`src/rtl/accel_pair_scheduler.sv`:
```
// Pair sequencer feeding getAccl: streams every (i, j != i) body pair and carries a
// LATENCY-deep tag pipe so the accumulator knows which target/first/last each result is.
module accel_pair_scheduler #(
  parameter int IDX_W   = 10,
  parameter int LATENCY = 122
) (
  input  logic             clk,
  input  logic             rst,
  input  logic             start,
  input  logic [IDX_W-1:0] num_bodies,
  output logic             busy,
  output logic             done,
  output logic             mem_rd,
  output logic [IDX_W-1:0] mem_addr,
  input  logic [63:0]      mem_x,
  input  logic [63:0]      mem_y,
  input  logic [63:0]      mem_m,
  output logic [63:0]      x1,
  output logic [63:0]      y1,
  output logic [63:0]      x2,
  output logic [63:0]      y2,
  output logic [63:0]      m2,
  output logic             issue_valid,
  output logic             acc_valid,
  output logic [IDX_W-1:0] acc_idx,
  output logic             acc_first,
  output logic             acc_last
);

  typedef enum logic [2:0] {IDLE, LOAD_I, LATCH_I, STREAM, DRAIN, DONE} state_t;

  localparam int TAG_W = IDX_W + 3;
  localparam int CNT_W = $clog2(LATENCY + 2);
  localparam logic [IDX_W-1:0] ONE = IDX_W'(1);
  localparam logic [IDX_W-1:0] TWO = IDX_W'(2);

  state_t           state;
  logic [IDX_W-1:0] n;
  logic [IDX_W-1:0] i;
  logic             first_pend;
  logic             rd_d;
  logic             first_d;
  logic             last_d;
  logic [IDX_W-1:0] idx_d;
  logic [IDX_W-1:0] issue_idx;
  logic             issue_first;
  logic             issue_last;
  logic [CNT_W-1:0] cnt;
  logic [TAG_W-1:0] tag_pipe [LATENCY];

  logic             i_last;
  logic [IDX_W-1:0] j_last;
  logic [IDX_W-1:0] j_next;
  logic             at_last;

  // During STREAM mem_addr doubles as the source index j.
  always_comb begin
    i_last  = (i == n - ONE);
    j_last  = i_last ? n - TWO : n - ONE;
    j_next  = (mem_addr + ONE == i) ? mem_addr + TWO : mem_addr + ONE;
    at_last = (mem_addr == j_last);
  end

  always_ff @(posedge clk) begin
    if (rst) begin
      state       <= IDLE;
      n           <= '0;
      i           <= '0;
      first_pend  <= 1'b0;
      rd_d        <= 1'b0;
      first_d     <= 1'b0;
      last_d      <= 1'b0;
      idx_d       <= '0;
      issue_idx   <= '0;
      issue_first <= 1'b0;
      issue_last  <= 1'b0;
      issue_valid <= 1'b0;
      cnt         <= '0;
      busy        <= 1'b0;
      done        <= 1'b0;
      mem_rd      <= 1'b0;
      mem_addr    <= '0;
      x1          <= '0;
      y1          <= '0;
      x2          <= '0;
      y2          <= '0;
      m2          <= '0;
      for (int k = 0; k < LATENCY; k++) tag_pipe[k] <= '0;
    end else begin
      // Read data for a STREAM cycle arrives one cycle later; its tag travels alongside.
      rd_d    <= (state == STREAM);
      first_d <= first_pend;
      last_d  <= at_last;
      idx_d   <= i;

      issue_valid <= rd_d;
      if (rd_d) begin
        x2          <= mem_x;
        y2          <= mem_y;
        m2          <= mem_m;
        issue_idx   <= idx_d;
        issue_first <= first_d;
        issue_last  <= last_d;
      end

      tag_pipe[0] <= {issue_valid, issue_idx, issue_first, issue_last};
      for (int k = 1; k < LATENCY; k++) tag_pipe[k] <= tag_pipe[k-1];

      case (state)
        IDLE: begin
          if (start) begin
            n    <= num_bodies;
            i    <= '0;
            busy <= 1'b1;
            if (num_bodies >= TWO) begin
              state    <= LOAD_I;
              mem_rd   <= 1'b1;
              mem_addr <= '0;
            end else begin
              state <= DONE;
              done  <= 1'b1;
            end
          end
        end
        LOAD_I: begin
          mem_rd <= 1'b0;
          state  <= LATCH_I;
        end
        LATCH_I: begin
          x1         <= mem_x;
          y1         <= mem_y;
          mem_rd     <= 1'b1;
          mem_addr   <= (i == '0) ? ONE : '0;
          first_pend <= 1'b1;
          state      <= STREAM;
        end
        STREAM: begin
          first_pend <= 1'b0;
          if (at_last) begin
            if (!i_last) begin
              i        <= i + ONE;
              mem_addr <= i + ONE;
              state    <= LOAD_I;
            end else begin
              mem_rd <= 1'b0;
              cnt    <= '0;
              state  <= DRAIN;
            end
          end else begin
            mem_addr <= j_next;
          end
        end
        // The last read needs two cycles to issue plus LATENCY to emerge from the tag pipe.
        DRAIN: begin
          if (cnt == CNT_W'(LATENCY + 1)) begin
            done  <= 1'b1;
            state <= DONE;
          end else begin
            cnt <= cnt + CNT_W'(1);
          end
        end
        DONE: begin
          done  <= 1'b0;
          busy  <= 1'b0;
          state <= IDLE;
        end
        default: state <= IDLE;
      endcase
    end
  end

  assign {acc_valid, acc_idx, acc_first, acc_last} = tag_pipe[LATENCY-1];

endmodule

```
`config.mk`:
```
export PLATFORM = sky130hd
export DESIGN_NAME = accel_pair_scheduler
export DESIGN_NICKNAME = d
export VERILOG_FILES = /design/src/rtl/accel_pair_scheduler.sv
export SDC_FILE = /design/constraint.sdc
export NUM_CORES = 2
export LEC_CHECK = 0
export BUFFER_PORTS_ARGS = -buffer_cell sky130_fd_sc_hd__buf_2
export CORE_UTILIZATION = 57
export CTS_CLUSTER_DIAMETER = 150
export DETAILED_ROUTE_END_ITERATION = 7
export GPL_TIMING_DRIVEN = 0
export PLACE_DENSITY = 0.81
export RECOVER_POWER = 100
export SLEW_MARGIN = 10
export SYNTH_ARGS = -nofsm -noshare
export SYNTH_HDL_FRONTEND = slang
export SYNTH_SLANG_ARGS = --single-unit
```
`constraint.sdc`:
```
create_clock -name clk -period 4.2 [get_ports clk]
set_input_delay 0.42 -clock clk [delete_from_list [all_inputs] [get_ports clk]]
set_output_delay 0.42 -clock clk [all_outputs]
set_load 0.02 [all_outputs]
```
==> results.py <==
metrics = {
    "clock_network": {
        "clock_latency_ns": 0.77,
        "h-tree-depth": 4,
        "cts_sinks": 1976,
        "path_clk_slew_ns": 0.06,
        "cts_tree": "yes",
        "clock_path_buffers": 3,
        "root_buffer": "clkbuf_16",
        "numCtsBuffers": 177,
    },
    "worst_setup_path": {
        "path_class": "flop to flop",
        "rr_endpoint": "mem_addr[4]",
        "r2r_start": "n[2]",
        "max_stage_delay_ns": 0.56,
        "critPathLaunchType": "flop",
        "cp-end-kind": "flop",
        "crit_chain": "clkbuf_1, inv_1, ha_1, nor4b_4, xnor2_1, or4_4, o31a_1, a211oi_1, a2111oi_4, buf_4, a21boi_2, nor2_1, a221o_1",
        "cp_max_fo": 8,
        "cp.required_ns": 4.84,
        "crit_family": "compound AO/OA/AOI/OAI gates",
        "reg2regPathDepth": 13,
        "cp.arrival_ns": 4.68,
        "reg2reg_slack_ns": 0.16,
        "cp-startpoint": "n[2]",
        "endpoint": "mem_addr[4]",
        "cp_num_cells": 13,
        "critical_path_buf_inv_count": 3,
        "slowest_stage": "or4_4",
    },
    "placed_design": {
        "place_area_sq_um": 62000,
        "placement.io_buffers": 551,
        "dp_slack_ns": -0.113,
        "place.gp.congestion": 0.920,
        "dp_hpwl_mm": 88.2,
    },
    "cells_and_area": {
        "fin_area_sq_um": 69500,
        "area_growth_pct": 20.5,
        "most-common-layout-cells": "dfxtp_1 (1976), nor2b_1 (1598), clkbuf_1 (684)",
        "nNetsFinal": 6204,
        "layout-drive-gt1-share": 0.0824,
        "mostFrequentLayoutCell": "dfxtp_1",
    },
    "timing": {
        "fin_ws_ns": 0.164,
        "setup-violations-final": 0,
        "fmax_mhz": 248,
        "post-route-period-util": 0.961,
        "post-route-min-period_ns": 4.04,
        "slew_violations": 0,
        "maxSlewHeadroom": 0.139,
        "timing.hold.ws_ns": 0.182,
        "hold_viol": 0,
        "tightest_slew_ns": 1.29,
        "rsz0062_at_grt": "no",
        "finClkSkew_ns": 0.0280,
    },
    "synthesis": {
        "ys_seq_area_frac": 0.686,
        "syn_nets": 5266,
        "synth.avg_cell_area_sq_um": 11.4,
        "ys_seq_elements": 1976,
        "netlist_area_sq_um": 57600,
        "synth_flop_cell": "dfxtp_1",
        "yosys.cell_types.count": 66,
        "ys_warn_count": 0,
        "synthArstFlopShare": 0,
        "synth_edf_count": 0,
        "synth_cells": 5054,
    },
    "power_and_ir_drop": {
        "power_leakage_nw": 26.7,
        "ir_drop_mv": 0.392,
        "power_density_nw_per_um2": 522,
    },
    "route": {
        "drtAntennaViolNets": 0,
        "dr.pass1.iters": 5,
        "vias": 36683,
        "wl_per_cell_um": 17.7,
        "avgViaCountPerCell": 4.93,
        "drc": 0,
        "initialDrtViolationCount": 2043,
        "routed_wl_mm": 131,
    },
    "floorplan": {
        "ios": 552,
        "start_util": 0.575,
        "die_h_um": 320,
        "design.die.area_sq_um": 102000,
        "die_x_um": 320,
        "num_rows": 116,
        "core-area_sq_um": 100000,
    },
    "global_routing": {
        "grt_use_met2": 0.429,
        "antenna_found_initial": 19,
        "grt_overflow": 0,
        "grt_usage": 0.253,
        "grt.met3_usage": 0.0631,
        "grt_use_met1": 0.298,
        "top_usage_layer": "met2",
        "grt_pass1_wl_mm": 202,
        "grt_pass1_vias": 36996,
        "grt_max_degree": 17,
    },
    "worst_hold_path": {
        "hold_path_class": "input port to flop",
    },
    "flow_run": {
        "maxCapViolations": 0,
    },
    "status": {
        "outcome": "complete, no violations",
    },
}
[worst register-to-register path, stage by stage, from the launching register on]
cell       delay [ns]
dfxtp_1          0.30
clkbuf_1         0.21
inv_1            0.10
ha_1             0.31
nor4b_4          0.35
xnor2_1          0.12
or4_4            0.56
o31a_1           0.34
a211oi_1         0.37
a2111oi_4        0.07
buf_4            0.20
a21boi_2         0.34
nor2_1           0.20
a221o_1          0.42
[flip-flops by register name (all words and copies together) (netlist names), 3 cells and up]
name	cells
tag_pipe	1586
m2	64
x1	64
x2	64
y1	64
y2	64
i	10
idx_d	10
issue_idx	10
mem_addr	10
n	10
cnt	7
state	3
[how the worst min path moves through the flow]
stage | endpoint | startpoint | cells after the start | slack (ns)
3_5_place_dp | tag_pipe[0][131] | tag_pipe[0][118] | 1 | 0.42
2_1_floorplan | tag_pipe[0][1000] | tag_pipe[0][987] | 1 | 0.41
6_report | state[0] | start | 5 | 0.18
4_1_cts | state[0] | start | 5 | 0.12
5_1_grt | state[0] | start | 5 | 0.17
3_3_place_gp | tag_pipe[0][1023] | tag_pipe[0][1010] | 1 | 0.41
[power breakdown]
part | switching, mW | internal [mW] | leakage (nW)
clock | 6.84 | 8.92 | 2.83
combinational | 1.05 | 0.484 | 7.98
sequential | 0.0740 | 18.9 | 15.9
[cell usage after synthesis (3+ instances only)]
master,number,share of area
xnor2_1,28,0.0043
nand3b_1,3,0.00039
clkbuf_1,280,0.018
ha_1,7,0.0015
o21ai_0,20,0.0017
inv_1,16,0.0010
nand2_1,302,0.020
nand4_1,5,0.00054
a31oi_1,10,0.0011
nor2b_1,1598,0.17
a21o_1,6,0.00078
o22ai_1,4,0.00043
nor3b_1,5,0.00065
dfxtp_1,1976,0.69
buf_2,6,0.00052
buf_4,11,0.0014
a211oi_1,4,0.00052
xor2_1,23,0.0035
nand3_1,12,0.0010
nor2_1,241,0.016
nor4_1,8,0.00087
o31ai_1,3,0.00039
mux2i_1,213,0.037
buf_1,16,0.0010
a21oi_1,164,0.014
nand2b_1,6,0.00065
nor3_1,17,0.0015
and3_1,4,0.00043
a2111oi_0,3,0.00046
or3_1,12,0.0013
[logic make-up (layout without fill, tap and decap cells)]
family          Yosys count  in the layout  synth area share
fa+ha+maj                 7              7           0.00152
buf+inv                 329           1403            0.0223
simple gates           2226           2226             0.218
mux                     215            215            0.0374
other cells               0             10                 0
compound gates          249            249            0.0259
flops                  1976           1976             0.686
xor+xnor                 52             52           0.00816
[area by class of cell]
class | count | area (sq um)
Antenna cell | 10 | 25.0
Buffer | 313 | 1220
Clock buffer | 266 | 5160
Clock inverter | 49 | 593
Fill cell | 6969 | 30700
Inverter | 16 | 60.1
Multi-Input combinational cell | 2749 | 16800
Sequential cell | 1976 | 39600
Tap cell | 1298 | 1620
Timing Repair Buffer | 759 | 4400
[through the flow]
step	TNS (ns)	utilization	std cells	power, mW
final	0	0.694	7436	36.2
after global routing	0	0.693	7430	37.4
after CTS	0	0.697	7422	36.4
after detailed placement	-0.490	0.619	6903	20.7
after global placement	-1.16	0.619	6903	20.7
after floorplan	0	-	5054	20.1
[per-layer routing]
metal  wire length (um)  share of wire
met1              53400           0.41
met5                129        0.00098
met4               6350          0.048
met3               8650          0.066
met2              62900           0.48
[repair_timing]
item,4_1_cts,5_1_grt
endpoints found under the setup margin,10,17
buffers inserted,2,4
pin swaps,1,2
endpoints found under the hold margin,328,0
gates resized for setup,1,4
hold buffers,202,0
(Power assumes the default switching activity.)
